[config.mk]
export PLATFORM = sky130hd
export DESIGN_NAME = mult_hilo_unit_flat
export DESIGN_NICKNAME = d
export VERILOG_FILES = /design/src/rtl/mips_pkg.sv /design/src/rtl/mult_hilo_unit_if.sv /design/src/rtl/mult_shift_add_core.sv /design/src/rtl/mult_hilo_unit.sv /design/src/flat_wrapper.sv
export SDC_FILE = /design/constraint.sdc
export NUM_CORES = 1
export LEC_CHECK = 0
export ABC_CLOCK_PERIOD_IN_PS = 7000
export CAP_MARGIN = 25
export CORE_UTILIZATION = 40
export CTS_BUF_LIST = sky130_fd_sc_hd__clkbuf_4
export DETAILED_ROUTE_END_ITERATION = 7
export GPL_ROUTABILITY_DRIVEN = 0
export PLACE_DENSITY = 0.7
export SETUP_SLACK_MARGIN = 0.2
export SYNTH_ARGS = -nofsm -noshare
export SYNTH_HDL_FRONTEND = slang
export SYNTH_SLANG_ARGS = --single-unit
[constraint.sdc]
create_clock -name clk -period 7 [get_ports clk]
set_input_delay 0.7 -clock clk [delete_from_list [all_inputs] [get_ports clk]]
set_output_delay 0.7 -clock clk [all_outputs]
set_load 0.02 [all_outputs]
[src/rtl/mips_pkg.sv]
// Shared constants for the MIPS datapath slice: ALU ops, funct codes,
// HI/LO read-select codes and the multiplier FSM states.
package mips_pkg;

  localparam logic [2:0] ALU_and = 3'b000;
  localparam logic [2:0] ALU_or  = 3'b001;
  localparam logic [2:0] ALU_add = 3'b010;
  localparam logic [2:0] ALU_mul = 3'b100;
  localparam logic [2:0] ALU_sub = 3'b110;
  localparam logic [2:0] ALU_slt = 3'b111;

  localparam logic [5:0] F_mad  = 6'd1;
  localparam logic [5:0] F_mfhi = 6'd16;
  localparam logic [5:0] F_mflo = 6'd18;
  localparam logic [5:0] F_mul  = 6'd25;

  localparam logic [1:0] SEL_NONE = 2'b00;
  localparam logic [1:0] SEL_HI   = 2'b01;
  localparam logic [1:0] SEL_LO   = 2'b10;

  typedef enum logic [1:0] {
    IDLE  = 2'd0,
    RUN   = 2'd1,
    WRITE = 2'd2
  } mult_state_t;

endpackage

[src/rtl/mult_hilo_unit_if.sv]
// Request/response bundle between the pipeline and the HI/LO multiplier.
interface mult_hilo_unit_if #(
  parameter int WIDTH = 32
);
  logic             start;
  logic             mad;
  logic [WIDTH-1:0] a;
  logic [WIDTH-1:0] b;
  logic [1:0]       sel;
  logic [WIDTH-1:0] result_out;
  logic [WIDTH-1:0] hi;
  logic [WIDTH-1:0] lo;
  logic             busy;
  logic             done;
  logic             stall;

  modport master (
    output start, mad, a, b, sel,
    input  result_out, hi, lo, busy, done, stall
  );

  modport slave (
    input  start, mad, a, b, sel,
    output result_out, hi, lo, busy, done, stall
  );
endinterface

[src/rtl/mult_shift_add_core.sv]
// Unsigned shift-add multiplier datapath: one multiplier bit retired per step.
module mult_shift_add_core #(
  parameter int WIDTH = 32
) (
  input  logic               clk,
  input  logic               rst,
  input  logic               load_i,
  input  logic               step_i,
  input  logic [WIDTH-1:0]   a_i,
  input  logic [WIDTH-1:0]   b_i,
  output logic [2*WIDTH-1:0] prod_o,
  output logic               last_o
);
  localparam int CW = (WIDTH > 1) ? $clog2(WIDTH) : 1;

  logic [WIDTH-1:0]   mcand_q, mcand_d;
  logic [WIDTH-1:0]   mplier_q, mplier_d;
  logic [2*WIDTH-1:0] prod_q, prod_d;
  logic [CW-1:0]      count_q, count_d;
  logic [WIDTH:0]     sum;

  always_comb begin
    mcand_d  = mcand_q;
    mplier_d = mplier_q;
    prod_d   = prod_q;
    count_d  = count_q;
    sum      = {1'b0, prod_q[2*WIDTH-1:WIDTH]} +
               {1'b0, (mplier_q[0] ? mcand_q : {WIDTH{1'b0}})};
    if (load_i) begin
      mcand_d  = a_i;
      mplier_d = b_i;
      prod_d   = '0;
      count_d  = '0;
    end else if (step_i) begin
      // Carry-out of the upper-half add becomes the new MSB after the shift.
      prod_d   = {sum, prod_q[WIDTH-1:1]};
      mplier_d = mplier_q >> 1;
      count_d  = count_q + CW'(1);
    end
  end

  always_ff @(posedge clk or posedge rst) begin
    if (rst) begin
      mcand_q  <= '0;
      mplier_q <= '0;
      prod_q   <= '0;
      count_q  <= '0;
    end else begin
      mcand_q  <= mcand_d;
      mplier_q <= mplier_d;
      prod_q   <= prod_d;
      count_q  <= count_d;
    end
  end

  assign prod_o = prod_q;
  assign last_o = (count_q == CW'(WIDTH - 1));

endmodule

[src/rtl/mult_hilo_unit.sv]
// Multi-cycle mul/mad unit owning the architectural HI/LO pair, with
// mfhi/mflo read mux and a stall when HI/LO is read mid-multiply.
module mult_hilo_unit
  import mips_pkg::*;
#(
  parameter int WIDTH = 32
) (
  input  logic             clk,
  input  logic             rst,
  mult_hilo_unit_if.slave  mh_if
);
  mult_state_t        state_q, state_d;
  logic [WIDTH-1:0]   hi_q, lo_q;
  logic               mad_q;
  logic               done_q;
  logic               load, step, last;
  logic [2*WIDTH-1:0] prod;
  logic [2*WIDTH-1:0] acc;
  logic               rd_sel;

  assign load = (state_q == IDLE) && mh_if.start;
  assign step = (state_q == RUN);

  mult_shift_add_core #(.WIDTH(WIDTH)) u_core (
    .clk    (clk),
    .rst    (rst),
    .load_i (load),
    .step_i (step),
    .a_i    (mh_if.a),
    .b_i    (mh_if.b),
    .prod_o (prod),
    .last_o (last)
  );

  always_comb begin
    state_d = state_q;
    case (state_q)
      IDLE:    if (mh_if.start) state_d = RUN;
      RUN:     if (last) state_d = WRITE;
      WRITE:   state_d = IDLE;
      default: state_d = IDLE;
    endcase
  end

  // Accumulation wraps modulo 2^(2*WIDTH); the carry-out is dropped.
  assign acc = {hi_q, lo_q} + prod;

  always_ff @(posedge clk or posedge rst) begin
    if (rst) begin
      state_q <= IDLE;
      hi_q    <= '0;
      lo_q    <= '0;
      mad_q   <= 1'b0;
      done_q  <= 1'b0;
    end else begin
      state_q <= state_d;
      done_q  <= (state_q == WRITE);
      if (load) mad_q <= mh_if.mad;
      if (state_q == WRITE) {hi_q, lo_q} <= mad_q ? acc : prod;
    end
  end

  assign rd_sel           = (mh_if.sel == SEL_HI) || (mh_if.sel == SEL_LO);
  assign mh_if.result_out = (mh_if.sel == SEL_HI) ? hi_q :
                            (mh_if.sel == SEL_LO) ? lo_q : '0;
  assign mh_if.hi         = hi_q;
  assign mh_if.lo         = lo_q;
  assign mh_if.busy       = (state_q != IDLE);
  assign mh_if.done       = done_q;
  assign mh_if.stall      = (state_q != IDLE) && rd_sel;

endmodule

[src/flat_wrapper.sv]
// flat-port wrapper written by rule: the top's interface ports become plain ports
module mult_hilo_unit_flat import mips_pkg::*;
#(
  parameter int WIDTH = 32
)
  (clk, rst, mh_if_start, mh_if_mad, mh_if_a, mh_if_b, mh_if_sel, mh_if_result_out, mh_if_hi, mh_if_lo, mh_if_busy, mh_if_done, mh_if_stall);
  mult_hilo_unit_if #(.WIDTH(WIDTH)) mh_if_i ();
  input  logic clk;
  input  logic rst;
  input wire logic [$bits(mh_if_i.start)-1:0] mh_if_start;
  input wire logic [$bits(mh_if_i.mad)-1:0] mh_if_mad;
  input wire logic [$bits(mh_if_i.a)-1:0] mh_if_a;
  input wire logic [$bits(mh_if_i.b)-1:0] mh_if_b;
  input wire logic [$bits(mh_if_i.sel)-1:0] mh_if_sel;
  output wire logic [$bits(mh_if_i.result_out)-1:0] mh_if_result_out;
  output wire logic [$bits(mh_if_i.hi)-1:0] mh_if_hi;
  output wire logic [$bits(mh_if_i.lo)-1:0] mh_if_lo;
  output wire logic [$bits(mh_if_i.busy)-1:0] mh_if_busy;
  output wire logic [$bits(mh_if_i.done)-1:0] mh_if_done;
  output wire logic [$bits(mh_if_i.stall)-1:0] mh_if_stall;
  assign mh_if_i.start = mh_if_start;
  assign mh_if_i.mad = mh_if_mad;
  assign mh_if_i.a = mh_if_a;
  assign mh_if_i.b = mh_if_b;
  assign mh_if_i.sel = mh_if_sel;
  assign mh_if_result_out = mh_if_i.result_out;
  assign mh_if_hi = mh_if_i.hi;
  assign mh_if_lo = mh_if_i.lo;
  assign mh_if_busy = mh_if_i.busy;
  assign mh_if_done = mh_if_i.done;
  assign mh_if_stall = mh_if_i.stall;
  mult_hilo_unit #(.WIDTH(WIDTH)) u_core (.clk(clk), .rst(rst), .mh_if(mh_if_i));
endmodule
## Yosys cells after proc, flatten, opt, wreduce, memory -nomap -nowiden

Index checks and enable logic that the tools add are counted.

- Bits in registers: 201
- Latch bits: 0
- Bits in writable memories: 0
- Memory bits (read-only): 0
- Input bits: 70
- Output and inout port bits: 99
- Word-level logic and storage cells: 39
- Memories kept: 0

- Add/sub/neg operators: 3
- Multiply operators: 0
- Divide/modulo/power cells: 0
- Order comparisons: 0
- Equality and inequality tests: 7
- Shifts and indexed selects: 0
- Muxes and demuxes: 13
- Bitwise gates (word level): 0
- Reductions and logical operators: 7

Operators by type and width:

| kind | number |
|---|---|
| 2-to-1 mux 64 bit | 3 |
| 2-to-1 mux 32 bit | 5 |
| adder 64 bit | 1 |
| adder 32 x 32 -> 33 bit | 1 |
| 2-to-1 mux 5 bit | 2 |
| adder 5 x 1 -> 5 bit, second input constant | 1 |
| equality test 5 bit, second input constant | 1 |
| equality test 2 x 1 -> 1 bit, second input constant | 2 |
| equality test 2 bit, second input constant | 2 |
| 2-to-1 mux 2 bit | 2 |
| != test 2 bit, second input constant | 2 |
| one-hot mux 2 bit (2 select lines) | 1 |
| nonzero test 2 bit | 2 |
| logical AND 1 bit | 2 |
| zero test 2 bit | 1 |
| AND reduction 2 bit | 1 |
| logical OR 1 bit | 1 |

## Depth between registers and ports, before layout

- Depth in word-level cells: 4
- Mapped depth: 16
- Gate-level depth less buffers: 15

## By module

A second synthesis with hierarchy kept.

- Cells, all modules: 1714
- Area, all modules: 14700.3 µm²

By module, submodules not included:

| module | times used | cells an instance | area each (µm²) | sequential area each (µm²) |
|---|---|---|---|---|
| mult_hilo_unit | 1 | 1002 | 7385.8 | 1701.6 |
| mult_shift_add_core | 1 | 712 | 7314.5 | 3328.2 |

## Worst setup path after synthesis

No wires, ideal clock.

- Path kind: reg-to-reg
- From: reg u_core.lo_q[4] (netlist: u_core.mh_if.lo[4])
- To: reg u_core.hi_q[29] (netlist: u_core.mh_if.hi[29])
- Library setup time: 0.118 ns
- Arrival time: 3.293 ns
- Data required time: 6.882 ns
- Slack: 3.589 ns
- Stages on the path, launching flop included: 13
- Buffers on the path: 0
- Cells stage by stage: dfrtp_1 -> ha_1 -> a211oi_2 -> o211a_1 -> a21boi_2 -> a221o_1 -> o31a_1 -> or4b_1 -> a311oi_2 -> a211oi_1 -> xnor2_1 -> a21oi_1 -> a21o_1

- Cells in the longest elaborated chain, start to end: 2

Ends and longest elaborated chain:

| item | line | RTL |
|---|---|---|
| start, declared | mult_hilo_unit.sv:13 | `logic [WIDTH-1:0] hi_q, lo_q;` |
| start signal, assigned | mult_hilo_unit.sv:59 | `if (state_q == WRITE) {hi_q, lo_q} <= mad_q ? acc : prod;` |
| adder 64 bit | mult_hilo_unit.sv:46 | `assign acc = {hi_q, lo_q} + prod;` |
| 2-to-1 mux 64 bit | mult_hilo_unit.sv:59 |  |
| end signal, assigned | mult_hilo_unit.sv:59 |  |
| end, declared | mult_hilo_unit.sv:13 |  |

Every way passes these cells.
A chain may end at the register's enable or synchronous reset.

## Final worst setup path

- From: reg u_core.u_core.mplier_q[0]
- To: reg u_core.u_core.prod_q[62] (netlist: u_core.u_core.prod_o[62])

- Cells in the longest elaborated chain, start to end: 4

Ends and longest elaborated chain:

| item | line | RTL |
|---|---|---|
| start, declared | mult_shift_add_core.sv:17 | `logic [WIDTH-1:0] mplier_q, mplier_d;` |
| start signal, assigned | mult_shift_add_core.sv:50 | `mplier_q <= mplier_d;` |
| 2-to-1 mux 32 bit | mult_shift_add_core.sv:28 | `{1'b0, (mplier_q[0] ? mcand_q : {WIDTH{1'b0}})};` |
| adder 32 x 32 -> 33 bit | mult_shift_add_core.sv:27 | `sum = {1'b0, prod_q[2*WIDTH-1:WIDTH]} +` |
| 2-to-1 mux 64 bit | mult_shift_add_core.sv:34 | `end else if (step_i) begin` |
| 2-to-1 mux 64 bit | mult_shift_add_core.sv:29 | `if (load_i) begin` |
| end signal, assigned | mult_shift_add_core.sv:51 | `prod_q <= prod_d;` |
| end, declared | mult_shift_add_core.sv:18 | `logic [2*WIDTH-1:0] prod_q, prod_d;` |

Every way passes these cells. The select of a mux whose other input is x is not followed.

==> run_results.csv <==
group,metric,value,unit
run_status,status,"finished clean",
die,core_area,34500,um2
synth,ys_types,63,
drt,postRouteAntennaNets,0,
die,die_w,189,um
die,rows,68,
worst_setup_path,critical_path_depth,14,
cts,cts-htree-levels,2,
timing,rsz0062_at_grt,"no",
cts,postCtsHoldBufs,0,
job,cap_viol_max_count,0,
synth,synth_seq_area_share,35.9,%
worst_setup_path,crit_fanout,33,
die,ioPinCount,169,
cts,cts_tree,"built",
layout,drive_gt1_share,6.09,%
worst_setup_path,rr_worst_depth,14,
timing,fmax,239,MHz
synth,syn-num-nets,1910,
worst_setup_path,cp_data_arrival_time,4.73,ns
drt,drcViolationCount,0,
drt,viasPerCell,5.47,
power,p_leak,7.64,nW
layout,fin_nets,2052,
layout,design_area,16800,um2
synth,synth-main-ff-cell,"dfrtp_1",
min_path,hold_path_class,"flip-flop to flip-flop",
power,vdd_ir_drop_max,0.178,mV
placement,portBuffers,168,
timing,finalSetupViolCount,0,
timing,tightest_slew,1.01,ns
cts,cts_setup_buffers,0,
drt,dr.pass1.iters,6,
grt,grt_usage,22.3,%
layout,final_cells,2377,
placement,placed_area,16000,um2
placement,placedCellCount,2275,
worst_setup_path,required,7.55,ns
die,start_util,40.6,%
die,die_h,189,um
grt,grt_pass1_vias,12780,
layout,syn2layout_area_growth,19.9,%
synth,syn_avg_cell_area,8.06,um2
worst_setup_path,crit_type,"flip-flop to flip-flop",
worst_setup_path,path_buf_inv,1,
synth,yosysWarnings,0,
timing,tns,0,ns
layout,final_common_cell,"nand2_1",
drt,vias,13012,
timing,finalCriticalPeriod,4.18,ns
drt,first_iter_violations,967,
power,powerDensity,484,nW/um2
drt,drt-total-wl,40.0,mm
drt,routedWlPerCell,16.8,um
placement,hpwl,28.9,mm
grt,antenna_found_initial,1,
cts,clock_latency,0.70,ns
synth,synth-async-reset-ratio,100,%
synth,syn_inst,1739,
worst_setup_path,critPathMaxStageDelay,0.85,ns
timing,fin_crit_sh,59.7,%
synth,synth_edf_count,0,
worst_setup_path,slowest_stage,"dfrtp_1",
grt,grt.overflow.total,0,
timing,skew,0.0233,ns
cts,clock-sinks,201,
timing,relSlewSlack,32.8,%
cts,cts_made_buffers,56,
synth,synth_area,14000,um2
die,die_area,35800,um2
worst_setup_path,cp-start-kind,"flip-flop",
grt,grt_max_degree,112,
worst_setup_path,critPathTopFamily,"compound AO/OA/AOI/OAI gates",
synth,synth_seq_cells,201,
cts,clockBufferDepth,3,
worst_setup_path,crit_path_end_kind,"flip-flop",
min_path,hold_depth,2,
grt,grt_pass1_wl,65.1,mm
layout,fill_cells,3409,
cts,cts_resized,0,
timing,hold_viol,0,
layout,final_cell_mix,"nand2_1 (430), o21ai_0 (201), dfrtp_1 (200)",
cts,root_buffer,"clkbuf_4",
timing,drv_slew,0,
cts,clkTransAtPathRegs,0.06,ns
worst_setup_path,crit_chain,"nand2_1 > inv_1 > ha_1 > a21o_1 > a21o_1 > a2111oi_0 > o31ai_1 > nand4_1 > o21ai_1 > a41oi_1 > a31oi_1 > o41ai_1 > xor2_1 > o21ai_1",
## report_power, final
group | total [W] | internal [W] | leakage (nW) | switching, W
Combinational | 0.00501 | 0.00215 | 4.93 | 0.00286
Sequential | 0.00205 | 0.00159 | 2.30 | 0.000465
Clock | 0.00107 | 0.000564 | 0.415 | 0.000503
## stage by stage
step	worst slack [ns]	hold slack, ns	util, %	total power [W]
global placement	2.97	0.451	46.4	0.00687
floorplan	0.818	0.438	-	0.00575
detailed placement	2.85	0.458	46.4	0.00701
CTS	2.81	0.446	48.5	0.00812
global route	2.36	0.450	48.7	0.00887
finish	2.82	0.467	48.7	0.00813
## final timing paths
check,slack [ns],from,to
max reg2reg,2.82,u_core.u_core.mplier_q[0],u_core.u_core.prod_o[62]
max,2.82,u_core.u_core.mplier_q[0],u_core.u_core.prod_o[62]
max in group asynchronous,5.25,rst,u_core.u_core.prod_o[29]
min reg2reg,0.47,u_core.u_core.mcand_q[9],u_core.u_core.mcand_q[9]
min in group asynchronous,0.52,rst,u_core.u_core.mplier_q[6]
min,0.47,u_core.u_core.mcand_q[9],u_core.u_core.mcand_q[9]
## worst register-to-register path: stages (launching register included)
cell       delay (ns)
dfrtp_1          0.85
nand2_1          0.21
inv_1            0.11
ha_1             0.23
a21o_1           0.19
a21o_1           0.21
a2111oi_0        0.59
o31ai_1          0.25
nand4_1          0.17
o21ai_1          0.17
a41oi_1          0.32
a31oi_1          0.16
o41ai_1          0.33
xor2_1           0.18
o21ai_1          0.07
## routing by layer
metal | GRT usage, % | up-vias | part of all wire, % | wire length (um)
li1 | - | 6446 | - | -
met1 | 28.9 | 6133 | 45 | 18100
met2 | 37.3 | 366 | 47 | 18700
met3 | 4.36 | 67 | 5.9 | 2350
met4 | 7.26 | 0 | 2.3 | 903
met5 | 0 | - | 0 | 0
## cell usage after synthesis, types with 4 or more instances
| master | n | share of area [%] |
|---|---|---|
| o31ai_1 | 8 | 0.43 |
| nand4_1 | 22 | 0.98 |
| o21ai_0 | 201 | 7.2 |
| and2_1 | 37 | 1.7 |
| xnor2_1 | 49 | 3.1 |
| nor2b_1 | 15 | 0.67 |
| nand2_1 | 431 | 12 |
| nor3b_1 | 10 | 0.54 |
| or3_1 | 5 | 0.22 |
| mux2i_1 | 47 | 3.4 |
| a31oi_1 | 12 | 0.54 |
| a22oi_1 | 32 | 1.7 |
| nor3_1 | 13 | 0.46 |
| a211oi_1 | 10 | 0.54 |
| inv_1 | 27 | 0.72 |
| o21a_1 | 12 | 0.64 |
| o21bai_1 | 13 | 0.70 |
| o41ai_1 | 4 | 0.25 |
| clkbuf_1 | 82 | 2.2 |
| nand3_1 | 40 | 1.4 |
| nor4_1 | 4 | 0.18 |
| xor2_1 | 34 | 2.1 |
| buf_1 | 14 | 0.37 |
| a2111oi_0 | 4 | 0.25 |
| dfrtp_1 | 201 | 36 |
| a21oi_1 | 103 | 3.7 |
| nor2_1 | 65 | 1.7 |
| nand2b_1 | 11 | 0.49 |
| a21o_1 | 50 | 2.7 |
| ha_1 | 99 | 8.8 |
| o21ai_1 | 13 | 0.46 |
| and3_1 | 17 | 0.76 |
## layout make-up
cell class | instances | area, um2 | share of cell area (%)
Sequential cell | 201 | 5030 | 29.9
Antenna cell | 1 | 2.50 | 0.0149
Multi-Input combinational cell | 1415 | 8560 | 50.9
Clock inverter | 17 | 95.1 | 0.566
Inverter | 27 | 109 | 0.647
Clock buffer | 81 | 608 | 3.62
Tap cell | 455 | 569 | 3.39
Timing Repair Buffer | 180 | 1840 | 10.9
## registers in the layout (all words and copies together), names as in the netlist
register	flops
u_core.mad_q	1
u_core.mh_if.done	1
u_core.mh_if.hi	32
u_core.mh_if.lo	32
u_core.state_q	2
u_core.u_core.count_q	5
u_core.u_core.mcand_q	32
u_core.u_core.mplier_q	32
u_core.u_core.prod_o	64
## cell families after synthesis
group | synth area share, %
adder cells (fa/ha/maj) | 9.12
multiplexers | 3.44
buffers and inverters | 3.29
flip-flops | 35.9
XOR/XNOR | 5.19
AND/OR/NAND/NOR | 21.3
AO/OA/AOI/OAI | 21.8
Note: power is estimated with default switching activity, not from simulation.
